--- src/rtl/logic_eval_arbiter.sv ---
// rtl/logic_eval_arbiter.sv - round-robin arbiter sharing one a & (b | c) evaluator
// Requesters are served one at a time; the response waits in RESP until accepted.
module logic_eval_arbiter #(
  parameter int NUM_REQ = 4,
  parameter int ID_W    = 2,
  parameter int CNT_W   = 16
) (
  input  logic               clk,
  input  logic               rst_n,
  input  logic [NUM_REQ-1:0] req,
  input  logic [NUM_REQ-1:0] op_a,
  input  logic [NUM_REQ-1:0] op_b,
  input  logic [NUM_REQ-1:0] op_c,
  output logic [NUM_REQ-1:0] grant,
  output logic               rsp_valid,
  input  logic               rsp_ready,
  output logic [ID_W-1:0]    rsp_id,
  output logic               rsp_result,
  output logic               busy,
  input  logic               cnt_clr,
  output logic [CNT_W-1:0]   eval_count
);

  typedef enum logic [1:0] {IDLE, EVAL, RESP} state_t;

  state_t          state, state_n;
  logic [ID_W-1:0] last_id, cur_id;
  logic [ID_W-1:0] win_id, scan_id;
  logic            win_found;
  logic            cap_a, cap_b, cap_c;
  logic            accept;

  assign accept = (state == RESP) && rsp_ready;
  assign busy   = (state != IDLE);

  // Scan starts just after the last winner and wraps over the legal indices only.
  always_comb begin
    win_found = 1'b0;
    win_id    = '0;
    scan_id   = last_id;
    for (int k = 0; k < NUM_REQ; k++) begin
      scan_id = (scan_id == ID_W'(NUM_REQ - 1)) ? '0 : scan_id + 1'b1;
      if (!win_found && req[scan_id]) begin
        win_found = 1'b1;
        win_id    = scan_id;
      end
    end
  end

  always_ff @(posedge clk or negedge rst_n) begin
    if (!rst_n) begin
      state <= IDLE;
    end else begin
      state <= state_n;
    end
  end

  always_comb begin
    state_n = state;
    case (state)
      IDLE:    if (win_found) state_n = EVAL;
      EVAL:    state_n = RESP;
      RESP:    if (rsp_ready) state_n = IDLE;
      default: state_n = IDLE;
    endcase
  end

  always_ff @(posedge clk or negedge rst_n) begin
    if (!rst_n) begin
      last_id    <= ID_W'(NUM_REQ - 1);
      cur_id     <= '0;
      cap_a      <= 1'b0;
      cap_b      <= 1'b0;
      cap_c      <= 1'b0;
      grant      <= '0;
      rsp_valid  <= 1'b0;
      rsp_id     <= '0;
      rsp_result <= 1'b0;
    end else begin
      grant <= '0;
      case (state)
        IDLE: begin
          if (win_found) begin
            cap_a   <= op_a[win_id];
            cap_b   <= op_b[win_id];
            cap_c   <= op_c[win_id];
            cur_id  <= win_id;
            last_id <= win_id;
            // Registered so the pulse lands in the EVAL cycle.
            grant   <= {{(NUM_REQ-1){1'b0}}, 1'b1} << win_id;
          end
        end
        EVAL: begin
          rsp_result <= cap_a & (cap_b | cap_c);
          rsp_id     <= cur_id;
          rsp_valid  <= 1'b1;
        end
        RESP: begin
          if (rsp_ready) rsp_valid <= 1'b0;
        end
        default: begin
          rsp_valid <= 1'b0;
        end
      endcase
    end
  end

  // Clear has priority over an accept on the same edge.
  always_ff @(posedge clk or negedge rst_n) begin
    if (!rst_n) begin
      eval_count <= '0;
    end else if (cnt_clr) begin
      eval_count <= '0;
    end else if (accept && (eval_count != {CNT_W{1'b1}})) begin
      eval_count <= eval_count + 1'b1;
    end
  end

endmodule

--- config.mk ---
export PLATFORM = sky130hd
export DESIGN_NAME = logic_eval_arbiter
export DESIGN_NICKNAME = d
export VERILOG_FILES = /design/src/rtl/logic_eval_arbiter.sv
export SDC_FILE = /design/constraint.sdc
export NUM_CORES = 1
export LEC_CHECK = 0
export CAP_MARGIN = 40
export CORE_MARGIN = 8
export CORE_UTILIZATION = 30
export DETAILED_ROUTE_END_ITERATION = 10
export PLACE_DENSITY = 0.62
export SYNTH_ARGS = -nofsm -noshare
export SYNTH_HDL_FRONTEND = slang
export SYNTH_SLANG_ARGS = --single-unit
--- constraint.sdc ---
create_clock -name clk -period 2.5 [get_ports clk]
set_clock_uncertainty 0.2 [all_clocks]
set_input_delay 0.5 -clock clk [delete_from_list [all_inputs] [get_ports clk]]
set_output_delay 0.5 -clock clk [all_outputs]
set_load 0.1 [all_outputs]
======== After elaboration in Yosys (flattened, before gate mapping) ========
Index checks and enable logic that the tools add are counted.
storage, ports and cells
  word-level logic and storage cells ...... 83
  output and inout port bits .............. 25
  register bits ........................... 33
  bits of input ports ..................... 20
cells by class
  equality and inequality tests ........... 9
  $add $sub $neg .......................... 5
  order comparisons ....................... 5
  shifts and indexed selects .............. 1
  bitwise operators ....................... 3
  reductions and logical operators ........ 14
  muxes and demuxes ....................... 35
operators with widths
  kind                   number
  $mux 16                2
  $mux 2                 10
  $add 16x1->16 const B  1
  $ne 16x16->1 const B   1
  $lt 2x3->1 const B     5
  $bmux 1 s2             7
  $mux 1                 12
  $eq 2x2->1 const B     5
  $add 2x1->2 const B    4
  $mux 4                 2
  $pmux 2 s3             1
  $reduce_and 2->1       3
  $logic_and 1x1->1      5
  $ne 2x2->1 const B     2
  $reduce_bool 2->1      2
  $shl 1x2->4 const A    1
  $logic_not 1->1        3
  $pmux 1 s3             1
  $eq 2x1->1 const B     1
  $logic_not 2->1        1
  $and 1x1->1            1
  $not 1->1              1
  $or 1x1->1             1

======== Depth between registers and ports, before layout ========
  depth in word-level cells ............... 17
  gate-level depth with buffers ........... 7
  depth with buffers taken out ............ 6

======== Least setup slack after synthesis ========
OpenSTA, ideal clock, no wires.
  path kind ............................... reg-to-reg
  from .................................... register eval_count[0]
  to ...................................... register eval_count[15]
  data required time ...................... 2,168 ps
  stages on the path, launching flop included .. 7
  setup time .............................. 132 ps
  clock period less this slack ............ 2,517 ps
  data arrival time ....................... 2,185 ps
  path slack .............................. -17 ps
  path buffers ............................ 0
  path through ............................ dfrtp_1 > ha_1 > nand2_1 > nor4_4 > and4bb_1 > xnor2_1 > nor2_1
on the way
  longest elaborated chain between the ends .. 3
  elaborated cells on any way between the ends .. 6
  those cells by class .................... add/sub (1); eq/ne (1); mux (2); reduce/logical (2)
RTL lines
  what                                                  RTL line  RTL
  start, declared                                       21        output logic [CNT_W-1:0] eval_count
  start signal, assigned                                115       eval_count <= eval_count + 1'b1;
  $add 16x1->16 / $ne 16x16->1 (equally long branches)  115, 114
  $mux 16 / $logic_and 1x1->1 (equally long branches)   114       end else if (accept && (eval_count != {CNT_W{1'b1}})) begin
  $mux 16 / $reduce_bool 2->1 (equally long branches)   n/a
Parallel ways exist; a longest one is shown, timed or not. The select of a mux whose other input is x is not followed.
A chain may end at the register's enable or synchronous reset.

======== Worst setup path after layout ========
  from .................................... register last_id[0]
  to ...................................... register cap_b
on the way
  longest elaborated chain between the ends .. 16
  elaborated cells on any way between the ends .. 37
  those cells by class .................... add/sub (4); eq/ne (4); mux (22); reduce/logical (7)
RTL lines
  what                                                                  RTL line  RTL
  start, declared                                                       27        logic [ID_W-1:0] last_id, cur_id;
  start signal, assigned                                                70        last_id <= ID_W'(NUM_REQ - 1);
  start signal, assigned                                                88        last_id <= win_id;
  $add 2x1->2 / $eq 2x2->1 (equally long branches)                      42        scan_id = (scan_id == ID_W'(NUM_REQ - 1)) ? '0 : scan_id + 1'b1;
  $mux 2 *                                                              42
  parallel branches: the longest is 14 deep, another holds $add 2x1->2  n/a
  end signal, assigned                                                  85        cap_b <= op_b[win_id];
  end, declared                                                         30        logic cap_a, cap_b, cap_c;
Mark *: on every way between the ends. The select of a mux whose other input is x is not followed.

==> results_dict.tcl <==
set metrics [dict create \
    cts_inserted_buffers 5 \
    critPathRequiredTime_ns 2.45 \
    synthTopCellsByArea "dfrtp_1 45%, xnor2_1 4.0%, nor2_1 3.7%" \
    grtUsageTotal 0.09940 \
    hold_path_class "flop to flop" \
    yosysTopAreaCell "dfrtp_1" \
    netlist_instances 167 \
    cts_buffer_depth 2 \
    seq_area_frac_synth 0.4766 \
    port_buffers 44 \
    endpoint "cap_b" \
    postSynthRegisterBits 33 \
    synth_top_area_frac 0.4464 \
    ant_nets 0 \
    gp_congestion 0.8136 \
    drc_errors 0 \
    synthFlopType "dfrtp_1" \
    rrSetupSlack_ns 0.18 \
    areaGrowthSynthToFinish_pct 33.26 \
    ios 45 \
    dpl.hpwl_um 3056 \
    rr_endpoint "cap_b" \
    syn-cell-area_mm2 0.001738 \
    yosys.cell_types.count 47 \
    slew_viol_final 0 \
    antenna_found_initial 0 \
    first_pass_iters 4 \
    layout_commonest_cell "buf_4" \
    wire_per_inst_um 13.55 \
    vias 1431 \
    critPathLaunch "last_id[0]" \
    cts_tree "built" \
    timing.final.ws_setup_ns 0.1757 \
    grt_max_degree 34 \
    fmax_mhz 430.2 \
    rows 27 \
    r2r-start "last_id[0]" \
    crit_fanout 10 \
    clk_latency_ns 0.29 \
    drv_cap 0 \
    yosysWarnings 0 \
    setup_viol 0 \
    power_mw 2.475 \
    cp-start-kind "flop" \
    fin_nets 241 \
    min-delay-start "cur_id[1]" \
    hold_viol 0 \
    ir_worst_vdd_uv 864.5 \
    layout_common_cells "31 x buf_4, 28 x dfrtp_1, 19 x clkdlybuf4s50_1" \
    clk_pin_slew_ns 0.07 \
    die_x_um 92.11 \
    finalCritPeriodShare 0.9297 \
    stdcell_area_mm2 0.002316 \
    via_per_inst 4.901 \
    outcome "finished, final reports clean" \
    clock-sinks 33 \
    synth_nets 189 \
    drt-total-wl_um 3957 \
    diodes 0 \
    design.die.area_mm2 0.008484 \
    core-area_mm2 0.005540 \
    fin_crit_ns 2.324 \
    end_kind "flop" \
    drt_iter0_drc 30 \
    tightestPinTransition_ns 0.6280 \
    critical_path_class "flop to flop" \
    reg2reg_depth 6 \
    cp.arrival_ns 2.27 \
    start_util 0.3137 \
    layout-drive-gt1-share 0.2864 \
    dpl-instance-area_mm2 0.002227 \
    post-route-util 0.4180 \
    grt_remaining_overflow 0 \
    die_y_um 92.11 \
    htreeDepth 2 \
    grt_pass1_wl_um 6934 \
    synth_edf_count 0 \
    syn-mean-instance-area_um2 10.41 \
    p_leak_nw 1.011 \
    rsz0062_at_grt "no" \
    pre_cts_ws_ns 0.05313 \
    grt_pass1_vias 1475 \
    fin_setup_tns_ns 0 \
    root_buffer "clkbuf_8" \
    async_flop_share 1.000 \
    max_slew_margin 0.5800 \
    power.density_mw_per_mm2 1069 \
    postCtsSetupBuffers 0 \
]
-- Yosys cell counts, types with 3 or more instances --
library cell and number:
a211oi_2 3, a21o_1 5, a21oi_1 7, a21oi_2 3, dfrtp_1 31, nand2_1 15, nand2b_1 3, nand3_1 5
nor2_1 17, nor3_1 9, nor4_1 3, o21ai_0 4, o31ai_1 7, xnor2_1 8, xor2_1 3
-- critical path, stage by stage, from the launching register on --
cell	delay [ns]
dfstp_2	0.61
ha_1	0.27
o31ai_2	0.23
a21oi_2	0.06
or3b_4	0.47
a211oi_2	0.24
o31ai_1	0.10
-- routing by layer --
metal  GRT usage  routed length (um)
met1      0.1191                1824
met2      0.1603                1829
met3     0.03993                 258
met4     0.02819                  44
met5           0                   0
-- power breakdown --
part / switching [mW] / internal (mW)
logic: 0.897 / 0.419
clock network: 0.196 / 0.192
registers: 0.0918 / 0.681
-- cell type report --
type                            count  area, um^2
Clock inverter                      3       17.52
Sequential cell                    33       832.0
Tap cell                           72       90.09
Fill cell                         578        3224
Inverter                            2       7.507
Clock buffer                        5       68.82
Multi-Input combinational cell    127       877.1
Timing Repair Buffer               50       422.9
-- metrics by stage --
step / hold WS [ns] / instances
after floorplan: 0.004409 / 167
after global placement: 0.2637 / 284
after detailed placement: 0.2734 / 284
after CTS: 0.2886 / 292
after global routing: 0.3104 / 292
final: 0.2821 / 292
-- state kept, by name, summed over array words and instances, names as in the netlist --
| signal | flops |
|---|---|
| cap_b | 1 |
| eval_count | 16 |
| last_id | 2 |
| cap_a | 1 |
| state | 2 |
| cur_id | 2 |
| cap_c | 1 |
| grant | 4 |
| rsp_result | 1 |
| rsp_id | 2 |
| rsp_valid | 1 |
-- logic make-up after synthesis --
| group | Yosys count | share of synthesized area |
|---|---|---|
| buffers and inverters | 7 | 0.02016 |
| and+or+nand+nor | 74 | 0.2484 |
| muxes | 3 | 0.01872 |
| xor gates and xnor gates | 11 | 0.05544 |
| DFF | 33 | 0.4766 |
| AOI/OAI and AO/OA | 37 | 0.1663 |
| adders and majority gates | 2 | 0.01440 |
-- worst min path at each step --
stage | to | slack, ns | cells after the start
after global placement | cur_id[1] | 0.26 | 1
after CTS | cap_c | 0.29 | 2
after floorplan | cap_a | 0.004 | 0
final | cur_id[1] | 0.28 | 1
after global routing | cur_id[1] | 0.31 | 1
after detailed placement | cap_c | 0.27 | 2
-- timing repair --
action	in CTS	in global routing
hold buffers	0	0
setup endpoints to repair	0	4
gates resized for setup	0	1
(Power assumes the default switching activity.)
